--- config.mk ---
export PLATFORM = sky130hd
export DESIGN_NAME = ay_bus_decode
export DESIGN_NICKNAME = d
export VERILOG_FILES = /design/src/rtl/ay_bus_decode.sv
export SDC_FILE = /design/constraint.sdc
export NUM_CORES = 1
export LEC_CHECK = 0
export BUFFER_PORTS_ARGS = -buffer_cell sky130_fd_sc_hd__buf_2
export CORE_MARGIN = 2
export CORE_UTILIZATION = 30
export CTS_CLUSTER_SIZE = 28
export DETAILED_ROUTE_END_ITERATION = 8
export GPL_ROUTABILITY_DRIVEN = 0
export GPL_TIMING_DRIVEN = 0
export SLEW_MARGIN = 20
export SYNTH_ARGS = -nofsm -noshare
export SYNTH_HDL_FRONTEND = slang
export SYNTH_SLANG_ARGS = --single-unit
--- constraint.sdc ---
create_clock -name clk -period 2.9 [get_ports clk]
set_input_delay 0.435 -clock clk [delete_from_list [all_inputs] [get_ports clk]]
set_output_delay 0.435 -clock clk [all_outputs]
set_load 0.03 [all_outputs]
--- src/rtl/ay_bus_decode.sv ---
// AY-slot bus decoder: synchronises the asynchronous AY bus, qualifies each
// phase over QUAL_CYC stable samples and emits address/data/config strobes.
module ay_bus_decode #(
  parameter int unsigned QUAL_CYC = 3
) (
  input  logic       clk,
  input  logic       rst,
  input  logic       aybc1,
  input  logic       aybc2,
  input  logic       aybdir,
  input  logic       aya8,
  input  logic       aya9_n,
  input  logic [7:0] ayd_in,
  output logic       addr_stb,
  output logic       wr_stb,
  output logic       wr_port,
  output logic       rd_en,
  output logic [7:0] reg_addr,
  output logic [7:0] wr_data,
  output logic [3:0] cfg
);

  localparam int unsigned CW = (QUAL_CYC < 2) ? 1 : $clog2(QUAL_CYC + 1);
  localparam logic [CW-1:0] QMAX = CW'(QUAL_CYC);

  typedef enum logic [1:0] {M_INACT, M_READ, M_WRITE, M_LATCH} mode_t;
  typedef enum logic [2:0] {S_DISARM, S_IDLE, S_QUAL, S_LATCH, S_WRITE, S_READ} state_t;
  typedef enum logic [1:0] {A_NONE, A_ADDR, A_PORT, A_WR} act_t;

  // {aybdir, aybc1, aybc2, aya8, aya9_n}
  logic [4:0] ctl_m, ctl_s;
  logic [7:0] d_m, d_s;

  // Two-flop synchroniser with data pipeline kept in step; deliberately unreset.
  always_ff @(posedge clk) begin
    ctl_m <= {aybdir, aybc1, aybc2, aya8, aya9_n};
    ctl_s <= ctl_m;
    d_m   <= ayd_in;
    d_s   <= d_m;
  end

  logic  sel_c;
  mode_t mode_c;

  assign sel_c  = ctl_s[1] & ~ctl_s[0] & ctl_s[2];
  assign mode_c = sel_c ? mode_t'(ctl_s[4:3]) : M_INACT;

  state_t        state, state_nx;
  mode_t         cand, cand_nx;
  act_t          act, act_nx;
  logic [CW-1:0] cnt, cnt_nx, cnt_inc;
  logic [7:0]    shadow, shadow_nx;
  logic          exit_c;
  logic          addr_stb_nx, wr_stb_nx, wr_port_nx, rd_en_nx;
  logic [7:0]    reg_addr_nx, wr_data_nx;
  logic [3:0]    cfg_nx;

  always_ff @(posedge clk) begin
    if (rst) begin
      state    <= S_DISARM;
      cand     <= M_INACT;
      act      <= A_NONE;
      cnt      <= '0;
      shadow   <= 8'h00;
      addr_stb <= 1'b0;
      wr_stb   <= 1'b0;
      wr_port  <= 1'b0;
      rd_en    <= 1'b0;
      reg_addr <= 8'h00;
      wr_data  <= 8'h00;
      cfg      <= 4'hF;
    end else begin
      state    <= state_nx;
      cand     <= cand_nx;
      act      <= act_nx;
      cnt      <= cnt_nx;
      shadow   <= shadow_nx;
      addr_stb <= addr_stb_nx;
      wr_stb   <= wr_stb_nx;
      wr_port  <= wr_port_nx;
      rd_en    <= rd_en_nx;
      reg_addr <= reg_addr_nx;
      wr_data  <= wr_data_nx;
      cfg      <= cfg_nx;
    end
  end

  always_comb begin
    state_nx    = state;
    cand_nx     = cand;
    act_nx      = A_NONE;
    cnt_nx      = cnt;
    shadow_nx   = shadow;
    exit_c      = 1'b0;
    addr_stb_nx = 1'b0;
    wr_stb_nx   = 1'b0;
    wr_port_nx  = 1'b0;
    reg_addr_nx = reg_addr;
    wr_data_nx  = wr_data;
    cfg_nx      = cfg;
    cnt_inc     = (cnt >= QMAX) ? cnt : cnt + CW'(1);

    case (state)
      S_DISARM: if (mode_c == M_INACT) state_nx = S_IDLE;
      S_IDLE: begin
        if (mode_c != M_INACT) begin
          state_nx = S_QUAL;
          cand_nx  = mode_c;
          cnt_nx   = CW'(1);
        end
      end
      S_QUAL: begin
        if (mode_c == cand) begin
          cnt_nx = cnt_inc;
          if (cnt_inc >= QMAX) begin
            case (cand)
              M_LATCH: begin state_nx = S_LATCH; shadow_nx = d_s; end
              M_WRITE: begin state_nx = S_WRITE; shadow_nx = d_s; end
              M_READ:  state_nx = S_READ;
              default: state_nx = S_IDLE;
            endcase
          end
        end else begin
          state_nx = S_IDLE;
          cnt_nx   = '0;
        end
      end
      S_LATCH: begin
        if (mode_c == M_LATCH) shadow_nx = d_s;
        else begin
          exit_c = 1'b1;
          act_nx = (shadow[7:4] == 4'hF) ? A_PORT : A_ADDR;
        end
      end
      S_WRITE: begin
        if (mode_c == M_WRITE) shadow_nx = d_s;
        else begin
          exit_c = 1'b1;
          act_nx = A_WR;
        end
      end
      S_READ: if (mode_c != M_READ) exit_c = 1'b1;
      default: state_nx = S_DISARM;
    endcase

    // A new non-idle mode on exit starts qualifying immediately.
    if (exit_c) begin
      if (mode_c != M_INACT) begin
        state_nx = S_QUAL;
        cand_nx  = mode_c;
        cnt_nx   = CW'(1);
      end else begin
        state_nx = S_IDLE;
        cnt_nx   = '0;
      end
    end

    case (act)
      A_ADDR: begin reg_addr_nx = shadow;      addr_stb_nx = 1'b1; end
      A_PORT: begin cfg_nx      = shadow[3:0]; wr_port_nx  = 1'b1; end
      A_WR:   begin wr_data_nx  = shadow;      wr_stb_nx   = 1'b1; end
      default: ;
    endcase

    rd_en_nx = (state_nx == S_READ);
  end

endmodule

**After elaboration in Yosys (flattened, before gate mapping)**

Index checks and enable logic that the tools add are counted.

- Register bits: 67
- Output and inout port bits: 24
- Input bits: 15

- Reduce and logical (&&, ||, !) cells: 9
- Add/sub/neg operators: 1
- Muxes and demuxes: 36
- Equality and inequality tests: 23
- Order comparisons: 2
- Bitwise logic cells: 3

Operators with widths:

| cell | count |
|---|---|
| $mux W8 | 5 |
| $mux W2 | 13 |
| $pmux W8 S3 | 1 |
| $mux W3 | 5 |
| $eq A2 B2 Y1 const B | 6 |
| $pmux W3 S4 | 1 |
| $ne A2 B2 Y1 const B | 5 |
| $eq A3 B3 Y1 const B | 3 |
| $pmux W3 S3 | 1 |
| $pmux W2 S2 | 2 |
| $mux W1 | 7 |
| $eq A3 B2 Y1 const B | 2 |
| $reduce_and A6 Y1 | 1 |
| $reduce_bool A3 Y1 | 2 |
| $eq A2 B1 Y1 const B | 2 |
| $eq A4 B4 Y1 const B | 1 |
| $ge A2 B2 Y1 const B | 2 |
| $eq A3 B1 Y1 const B | 1 |
| $logic_not A3 Y1 | 1 |
| $ne A3 B3 Y1 const B | 1 |
| $pmux W1 S3 | 1 |
| $reduce_or A3 Y1 | 1 |
| $add A2 B1 Y2 const B | 1 |
| $and A1 B1 Y1 | 2 |
| other kinds (7) | 7 |

**Logic depth before layout (Yosys ltp)**

Gate-level depths: netlist (run 1).

- Depth after elaboration: 9
- Depth in mapped cells: 7
- Depth with buffers taken out: 7

**Worst setup path after synthesis (run 1)**

Ideal clock, no wire load.

- Path kind: flip-flop to flip-flop
- From: register with a tool-made name
- To: register shadow[0]
- Library setup time: 0.128 ns
- Required time: 2.772 ns
- Cell stages (with the launch flop): 7
- Setup slack: 1.238 ns
- Period minus slack after synthesis: 1.662 ns
- Data arrival time: 1.535 ns
- Buffers on the path: 0
- Cells stage by stage: dfxtp_1 > ha_1 > o21ai_0 > o41ai_1 > o21ai_4 > mux2i_1 > nor2_1

RTL lines:

| element | RTL line | RTL |
|---|---|---|
| end signal: assignment | 77 | `shadow <= shadow_nx;` |
| end: declaration | 52 | `logic [7:0] shadow, shadow_nx;` |

==> results of run 1 <==
-- logic make-up (layout without fill, tap and decap cells) --
group                    count (synthesis)  in the layout  share of synthesized area
flip-flops                              67             67                     0.5642
XOR/XNOR                                 1              1                   0.003685
buffers and inverters                   17             71                    0.03157
multiplexers                            10             10                    0.04263
AO/OA/AOI/OAI                           50             50                     0.1400
AND/OR/NAND/NOR                         96             96                     0.2021
adder cells (fa/ha/maj)                  3              3                    0.01579
-- sequential cells by signal (all words and copies together) (netlist names), named ones only --
register  flops
cfg           4
wr_stb        1
wr_data       8
d_m           8
wr_port       1
shadow        8
d_s           8
act           2
addr_stb      1
ctl_s         5
cnt           2
state         3
reg_addr      8
rd_en         1
ctl_m         5
-- routing by layer --
| layer | global-route usage | part of all wire |
|---|---|---|
| met1 | 0.1480 | 0.51 |
| met2 | 0.1624 | 0.43 |
| met3 | 0.02740 | 0.050 |
| met4 | 0.04412 | 0.0070 |
| met5 | 0 | 0 |
-- power by group through the flow --
stage / Combinational (mW) / Clock [mW] / Sequential, mW
finish: 0.0626 / 0.852 / 0.952
global route: 0.0705 / 0.918 / 0.954
CTS: 0.0628 / 0.874 / 0.952
detailed placement: 0.0625 / 0 / 0.973
global placement: 0.0620 / 0 / 0.973
floorplan: 0.0436 / 0 / 0.970
-- how the worst min path moves through the flow --
| stage | start | end | slack (ps) |
|---|---|---|---|
| finish | ayd_in[5] | d_m[5]$_DFF_P_ | 200 |
| global route | ayd_in[3] | d_m[3]$_DFF_P_ | 180 |
| detailed placement | d_m[5]$_DFF_P_ | d_s[5]$_DFF_P_ | 310 |
| global placement | d_m[5]$_DFF_P_ | d_s[5]$_DFF_P_ | 310 |
| CTS | ayd_in[5] | d_m[5]$_DFF_P_ | 190 |
| floorplan | ctl_m[0]$_DFF_P_ | ctl_s[0]$_DFF_P_ | 310 |
-- Yosys cell counts (all sizes together) --
master   count
or3          1
o211ai       1
nor2        19
o221ai       1
dfxtp       67
a31oi        2
and4b        1
ha           3
o21ai        7
inv          3
nand2b       5
a21oi       25
nor4         1
clkbuf       9
o22ai        3
o32a         1
a2bb2oi      1
nand2       35
o41ai        1
nor3         3
nand4b       1
a31o         1
nand3       11
mux2         1
a211o        4
a21o         1
and3b        1
mux2i        9
nor4bb       1
xnor2        1
or3b         1
buf          5
a2111oi      1
nand4        1
and3         1
nor3b        1
nand3b       2
o31ai        1
nor2b       11
-- final cells by class --
class / count / area, um2 / area share
buffer: 14 / 63.81 / 0.02186
sequential: 67 / 1341 / 0.4595
timing repair buffer: 38 / 190.2 / 0.06515
clock buffer: 9 / 123.9 / 0.04243
tap: 102 / 127.6 / 0.04372
clock inverter: 7 / 100.1 / 0.03429
inverter: 3 / 11.26 / 0.003858
multi-input combinational: 160 / 960.9 / 0.3292
-- per-stage QoR --
stage                     utilization  power (mW)  setup WS, ps  cells  hold slack [ps]
after floorplan                     -       1.014          1238    244            309.6
after global placement         0.3506       1.035         994.5    384            310.0
after detailed placement       0.3506       1.036         986.1    384            312.1
after CTS                      0.3797       1.889         969.6    400            186.3
after global routing           0.3797       1.942         783.7    400            176.3
final                          0.3797       1.866         958.8    400            199.8
==> out/results.txt, run 1 <==
CP Class: register to register
area grow syn2layout: 22.79%
Worst-path clk slew: 80 ps
Worst-Margin Slew: 570.8 ps
Final Critical Period: 1941 ps
Slowest cell on crit path: dfxtp_1
Setup Skew: 7.161 ps
max_slew headroom: 0.6145
WL/cell: 11.39 um
flop-to-flop setup slack: 960 ps
TritonCTS clock tree: done
share of the yosys chip area belonging to registers: 0.5642
antenna violations before repair: 0
Initial DRT Pass Iterations: 4
Final period util: 0.6694
number of global-route vias before repair: 1627
Initial Util: 0.3092
Synth area leader: dfxtp_1
num rows: 32
global route overflow: 0
Final Hold Vio Count: 0
DPL Wire Length: 3196 um
most frequent cells in the layout: 67 x dfxtp_1, 41 x buf_2, 34 x nand2_1
Synth Cell Area: 0.002377 mm2
Final Instance Area: 0.002919 mm2
share of cells above drive strength 1: 0.2248
P_int: 1.459 mW
Placeable Area: 0.007687 mm2
most common cell after layout, fill and taps aside: dfxtp_1
Synth Net Count: 262
Yosys reg bits: 67
worst r2r path cells: 6
outcome: finished clean
Detail Route Antenna Nets: 0
Worst Path Max Fanout: 9
fmax: 515.1 MHz
Hold WC Path Type: primary input to register
Post-CTS Resized: 0
Final TNS setup: 0 ps
CP Capture Point: shadow[2]$_SDFFE_PP0P_
synth top area cells: dfxtp_1 56%, nand2_1 5.4%, a21oi_1 5.3%, mux2i_1 3.8%, nor2b_1 2.9%
max-slew violations: 0
Worst-Skew Late Latency: 330 ps
cts bufs inserted: 9
Max-Cap Viols: 0
top cell type's share of synthesized area: 0.5642
antenna fix cells: 0
I/O pin total: 39
largest net degree at the start of global routing: 14
CP bufs+invs: 0
worst path required time: 3110 ps
H-tree depth: 3
RSZ-0062 raised after global routing: no
global-route wire length before repair: 7438 um
Leakage Power: 1.195 nW
Data arrival, critical path: 2150 ps
Power Density: 639.4 mW/mm2
# hold bufs at CTS: 0
DR DRC count: 0
clk root buf: clkbuf_8
final wirelength: 4556 um
via count: 1801
critical path depth: 6
chip width: 93.02 um
combinational share of power: 0.034
switch share: 0.2185
CP Launch Type: register
Top Family by Delay on Critical Path: compound AO/OA/AOI/OAI gates
post-synth cell types: 45
vias per inst: 4.503
Syn Area/Cell: 9.743 um2
number of clock sinks: 67
nets: 311
VDD IR-drop max: 0.0004744 V
Worst setup EP type: register
Hold Path Cell Cnt: 1
placed cell areas: 0.002695 mm2
clk buf depth: 2
synthesized instance count: 244
Seq pwr share: 0.510
Die ar.: 0.008653 mm2
fillers: 817
Setup Buffers After CTS: 0
Buffers on Ports: 38
Critical Path Max Stage Delay: 520 ps
Critical Path, Cell by Cell: ha_1 > o21ai_0 > o41ai_1 > o21ai_4 > mux2i_1 > nor2_1
Die Y-Extent: 93.02 um
FF-to-FF End: shadow[2]$_SDFFE_PP0P_
yosys warns: 0
GRT Total Usage: 0.1080
final setup fails: 0
Net Switching: 0.4077 mW
initial drt markers: 147
clock power share: 0.457
Note: power is estimated with default switching activity, not from simulation.
==> inputs of run 2 (changes only) <==
Clock period 2.9 ns to 2 ns, I/O delays scaled along.
==> out/results.txt, run 2 (synthesis gave the netlist of run 1 again) <==
outcome: finished clean
vias per inst: 4.526
num rows: 32
Critical Path, Cell by Cell: inv_1 > ha_1 > o21ai_1 > o41ai_2 > o21ai_4 > buf_12 > mux2i_1 > nor2_1
largest net degree at the start of global routing: 14
nets: 312
DPL Wire Length: 3196 um
P_int: 2.116 mW
flip-flop and latch area: 0.001341 mm2
Met3 Routed Length: 229 um
Power Density: 916.6 mW/mm2
area grow syn2layout: 24.16%
Die Y-Extent: 93.02 um
Top Family by Delay on Critical Path: compound AO/OA/AOI/OAI gates
Placeable Area: 0.007687 mm2
antenna fix cells: 0
number of clock sinks: 67
Worst Path Max Fanout: 8
Data arrival, critical path: 2070 ps
clock power share: 0.456
CP bufs+invs: 2
multi-input logic area: 973.4 um2
Setup Skew: 7.249 ps
final worst slack: 135.0 ps
Initial Util: 0.3092
Initial DRT Pass Iterations: 4
Hold WC Path Type: primary input to register
highest metal used: met4
Slowest cell on crit path: dfxtp_1
final wirelength: 4573 um
cts bufs inserted: 9
CP Class: register to register
clk root buf: clkbuf_8
Final Critical Period: 1865 ps
H-tree depth: 3
Detail Route Antenna Nets: 0
fillers: 813
Leakage Power: 1.206 nW
Buffers on Ports: 38
Worst-Margin Slew: 451.7 ps
VDD IR-drop max: 0.0006875 V
DR DRC count: 0
clk buf depth: 2
final setup fails: 0
I/O pin total: 39
share of cells above drive strength 1: 0.2341
max_slew headroom: 0.6989
Max-Cap Viols: 0
via count: 1815
Die ar.: 0.008653 mm2
antenna violations before repair: 0
Met2 Routed Length: 1965 um
initial drt markers: 141
Final TNS setup: 0 ps
global route overflow: 0
Final period util: 0.9325
dpl ws: 86.13 ps
hold slack: 66.76 ps
max-slew violations: 0
Worst-path clk slew: 80 ps
Final Util: 0.3840
chip width: 93.02 um
TritonCTS clock tree: done
RSZ-0062 raised after global routing: no
switch share: 0.2178
Critical Path Max Stage Delay: 500 ps
Worst-Skew Late Latency: 330 ps
Final Hold Vio Count: 0
combinational share of power: 0.034
number of global-route vias before repair: 1627
global-route wire length before repair: 7438 um
GRT Total Usage: 0.1080
most frequent cells in the layout: 67 x dfxtp_1, 41 x buf_2, 34 x nand2_1
Worst setup EP type: register
Net Switching: 0.5893 mW
CP Launch Type: register
WL/cell: 11.40 um
most common cell after layout, fill and taps aside: dfxtp_1
worst path required time: 2210 ps
Seq pwr share: 0.510
fmax: 536.2 MHz
routed length on met1: 2336 um
run 2: changes by cell type in the layout (fill, tap and decap cells not counted):
cell     change
o41ai_1      -1
nor3_1       -1
nor3_2       +1
o21ai_1      +1
buf_12       +1
o41ai_2      +1
o21ai_0      -1
run 2: worst reg2reg max path, stage by stage, from the launching register on:
cell and delay [ps]:
dfxtp_1 500, inv_1 120, ha_1 210, o21ai_1 230, o41ai_2 120, o21ai_4 190
buf_12 150, mux2i_1 190, nor2_1 50
run 2: path summary, 6_finish.rpt:
| kind | from | cells past startpoint | slack [ps] | endpoint |
|---|---|---|---|---|
| hold reg to reg | d_m[1]$_DFF_P_ | 0 | 330 | d_s[1]$_DFF_P_ |
| setup reg to reg | register | 8 | 140 | shadow[2]$_SDFFE_PP0P_ |
| hold / removal | ayd_in[3] | 1 | 70 | d_m[3]$_DFF_P_ |
| setup / recovery | register | 8 | 140 | shadow[2]$_SDFFE_PP0P_ |
run 2: per-layer routing:
metal  track usage  vias up
met5             0        -
met4       0.04412        0
met3       0.02740        5
met2        0.1624       43
met1        0.1480      831
li1              -      936
run 2: through the flow:
stage	instances	cell area [um2]	power, mW
after floorplan	244	2377	1.470
after global placement	384	2695	1.500
after detailed placement	384	2695	1.502
after CTS	400	2919	2.739
after global routing	401	2952	2.818
final	401	2952	2.706
run 2: power by group through the flow:
| stage | Clock [mW] | Combinational (mW) | Sequential (mW) |
|---|---|---|---|
| finish | 1.23 | 0.0925 | 1.38 |
| global route | 1.33 | 0.104 | 1.38 |
| CTS | 1.27 | 0.0911 | 1.38 |
| detailed placement | 0 | 0.0906 | 1.41 |
| global placement | 0 | 0.0899 | 1.41 |
| floorplan | 0 | 0.0632 | 1.41 |
run 2: layout make-up:
cell class | instances | share of cell area
buffer | 14 | 0.02162
clock buffer | 9 | 0.04197
clock inverter | 7 | 0.03391
inverter | 3 | 0.003815
multi-input combinational | 160 | 0.3298
sequential | 67 | 0.4544
tap | 102 | 0.04324
timing repair buffer | 39 | 0.07122
run 2: repair_timing:
| action | 4_1_cts | 5_1_grt |
|---|---|---|
| endpoints found under the hold margin | 0 | 0 |
| setup buffers | 0 | 1 |
| resized for setup | 0 | 3 |
| hold buffers | 0 | 0 |
| setup endpoints to repair | 0 | 8 |
==> inputs of run 3 (changes only) <==
Settings changed: ABC_AREA set to 1, REMOVE_ABC_BUFFERS set to 1.
==> out/results.txt, run 3 <==
largest net degree at the start of global routing: 31
chip width: 93.39 um
Initial Util: 0.3102
global-route wire length before repair: 8059 um
Synth Cell Area: 0.002397 mm2
CP Class: register to register
max_slew headroom: 0.4731
Setup Buffers After CTS: 0
most frequent cells in the layout: 67 x dfxtp_1, 55 x nand2_1, 38 x inv_1, 38 x buf_2, 27 x a21oi_1
H-tree depth: 3
synthesized instance count: 287
global route overflow: 0
Detail Route Antenna Nets: 0
antenna violations before repair: 0
Initial DRT Pass Iterations: 5
total chip power: 2.905 mW
RSZ-0062 raised after global routing: no
initial drt markers: 141
top-count cell post-synth: dfxtp_1
I/O pin total: 39
Worst setup EP type: register
Worst-Skew Late Latency: 340 ps
post-synth cell types: 26
nets: 348
Data arrival, critical path: 1790 ps
flip-flop and latch area: 0.001341 mm2
TritonCTS clock tree: done
Syn Area/Cell: 8.353 um2
clk buf depth: 2
Worst Path Max Fanout: 9
Die Y-Extent: 93.39 um
final setup fails: 0
Final TNS setup: 0 ps
clk root buf: clkbuf_8
Final Critical Period: 1551 ps
EDFF count, synth: 0
VDD IR-drop max: 0.0006156 V
Post-CTS Resized: 0
Commonest cells post-synth: 67 x dfxtp_1, 55 x nand2_1, 38 x inv_1, 27 x a21oi_1, 25 x nor2_1
Worst-path clk slew: 70 ps
max-slew violations: 0
cts bufs inserted: 9
CP Launch Type: register
worst path required time: 2230 ps
num rows: 32
fillers: 805
outcome: finished clean
synth top area cells: dfxtp_1 56%, nand2_1 8.6%, inv_1 5.9%, a21oi_1 5.6%, o21ai_0 4.0%
DPL Wire Length: 3267 um
via count: 1901
Buffers on Ports: 38
Leakage Power: 1.425 nW
Max-Cap Viols: 0
Final Hold Vio Count: 0
most common cell after layout, fill and taps aside: dfxtp_1
top cell type's share of synthesized area: 0.5595
Yosys reg bits: 67
DR DRC count: 0
yosys warns: 0
Setup Skew: 6.081 ps
Worst-Margin Slew: 789.4 ps
antenna fix cells: 0
share of cells above drive strength 1: 0.2209
fmax: 644.6 MHz
Placeable Area: 0.007727 mm2
number of global-route vias before repair: 1872
vias per inst: 4.350
Die ar.: 0.008722 mm2
hold slack: 59.29 ps
leading register cell type out of synthesis: dfxtp_1
multi-input logic area: 872.1 um2
# hold bufs at CTS: 0
post-synthesis async set-or-reset flop share: 0
Synth area leader: dfxtp_1
WL/cell: 10.47 um
number of clock sinks: 67
area grow syn2layout: 23.12%
GRT Total Usage: 0.1181
Final period util: 0.7757
final wirelength: 4575 um
Power Density: 984.2 mW/mm2
share of the yosys chip area belonging to registers: 0.5595
Hold WC Path Type: primary input to register
[run 3: cell types whose count changed after synthesis, sizes merged, moves of 10 or more]
cell	change
inv	+39
nor2	+10
nand2	+26
o21ai	+14
nor2b	-11
[run 3: cells by family (layout without fill, tap and decap cells)]
group,after synthesis,in the layout,share of synthesized area
AOI/OAI and AO/OA,52,52,0.1143
adders and majority gates,3,3,0.01566
and+or+nand+nor,116,116,0.2338
buffers and inverters,49,97,0.07672
DFF,67,67,0.5595
[run 3: path summary, 6_finish.rpt]
kind,endpoint,slack [ps],startpoint,depth (start not counted)
min,d_m[1]$_DFF_P_,60,ayd_in[1],1
max,shadow[5]$_SDFFE_PP0P_,450,state[1]$_SDFF_PP0_,9
max reg2reg,shadow[5]$_SDFFE_PP0P_,450,state[1]$_SDFF_PP0_,9
min reg2reg,ctl_s[3]$_DFF_P_,320,ctl_m[3]$_DFF_P_,0
[run 3: metrics by stage]
stage               area, um2  std cells    util  setup WS, ps
floorplan                2375        281       -         702.7
global placement         2693        421  0.3484         456.9
detailed placement       2693        421  0.3484         423.0
CTS                      2952        437  0.3820         453.7
global route             2952        437  0.3820         305.4
finish                   2952        437  0.3820         448.5
[run 3: worst max-delay path, cell delays in order, from the launching register on]
cell	delay (ps)
dfxtp_1	400
inv_2	60
nor2_2	110
nand2_1	150
inv_1	220
nand2_2	180
nand3_4	170
nand2_1	60
inv_1	60
nor2_1	40
[run 3: final cells by class]
| class | instances | share of cell area |
|---|---|---|
| clock buffer | 11 | 0.05129 |
| clock inverter | 5 | 0.03646 |
| inverter | 43 | 0.05468 |
| multi-input combinational | 171 | 0.2955 |
| sequential | 67 | 0.4544 |
| tap | 102 | 0.04324 |
| timing repair buffer | 38 | 0.06443 |
[run 3: report_power, final]
part	switching [mW]	total, mW	internal, mW
registers	0.0147	1.39	1.37
clock network	0.511	1.41	0.903
logic	0.0676	0.104	0.0367
[run 3: per-layer routing]
| metal | GRT usage | share of wire | vias to the layer above |
|---|---|---|---|
| met5 | 0 | 0 | - |
| met4 | 0.07598 | 0.0087 | 0 |
| met3 | 0.03143 | 0.050 | 6 |
| met2 | 0.1894 | 0.47 | 42 |
| met1 | 0.1389 | 0.47 | 849 |
| li1 | - | - | 1004 |
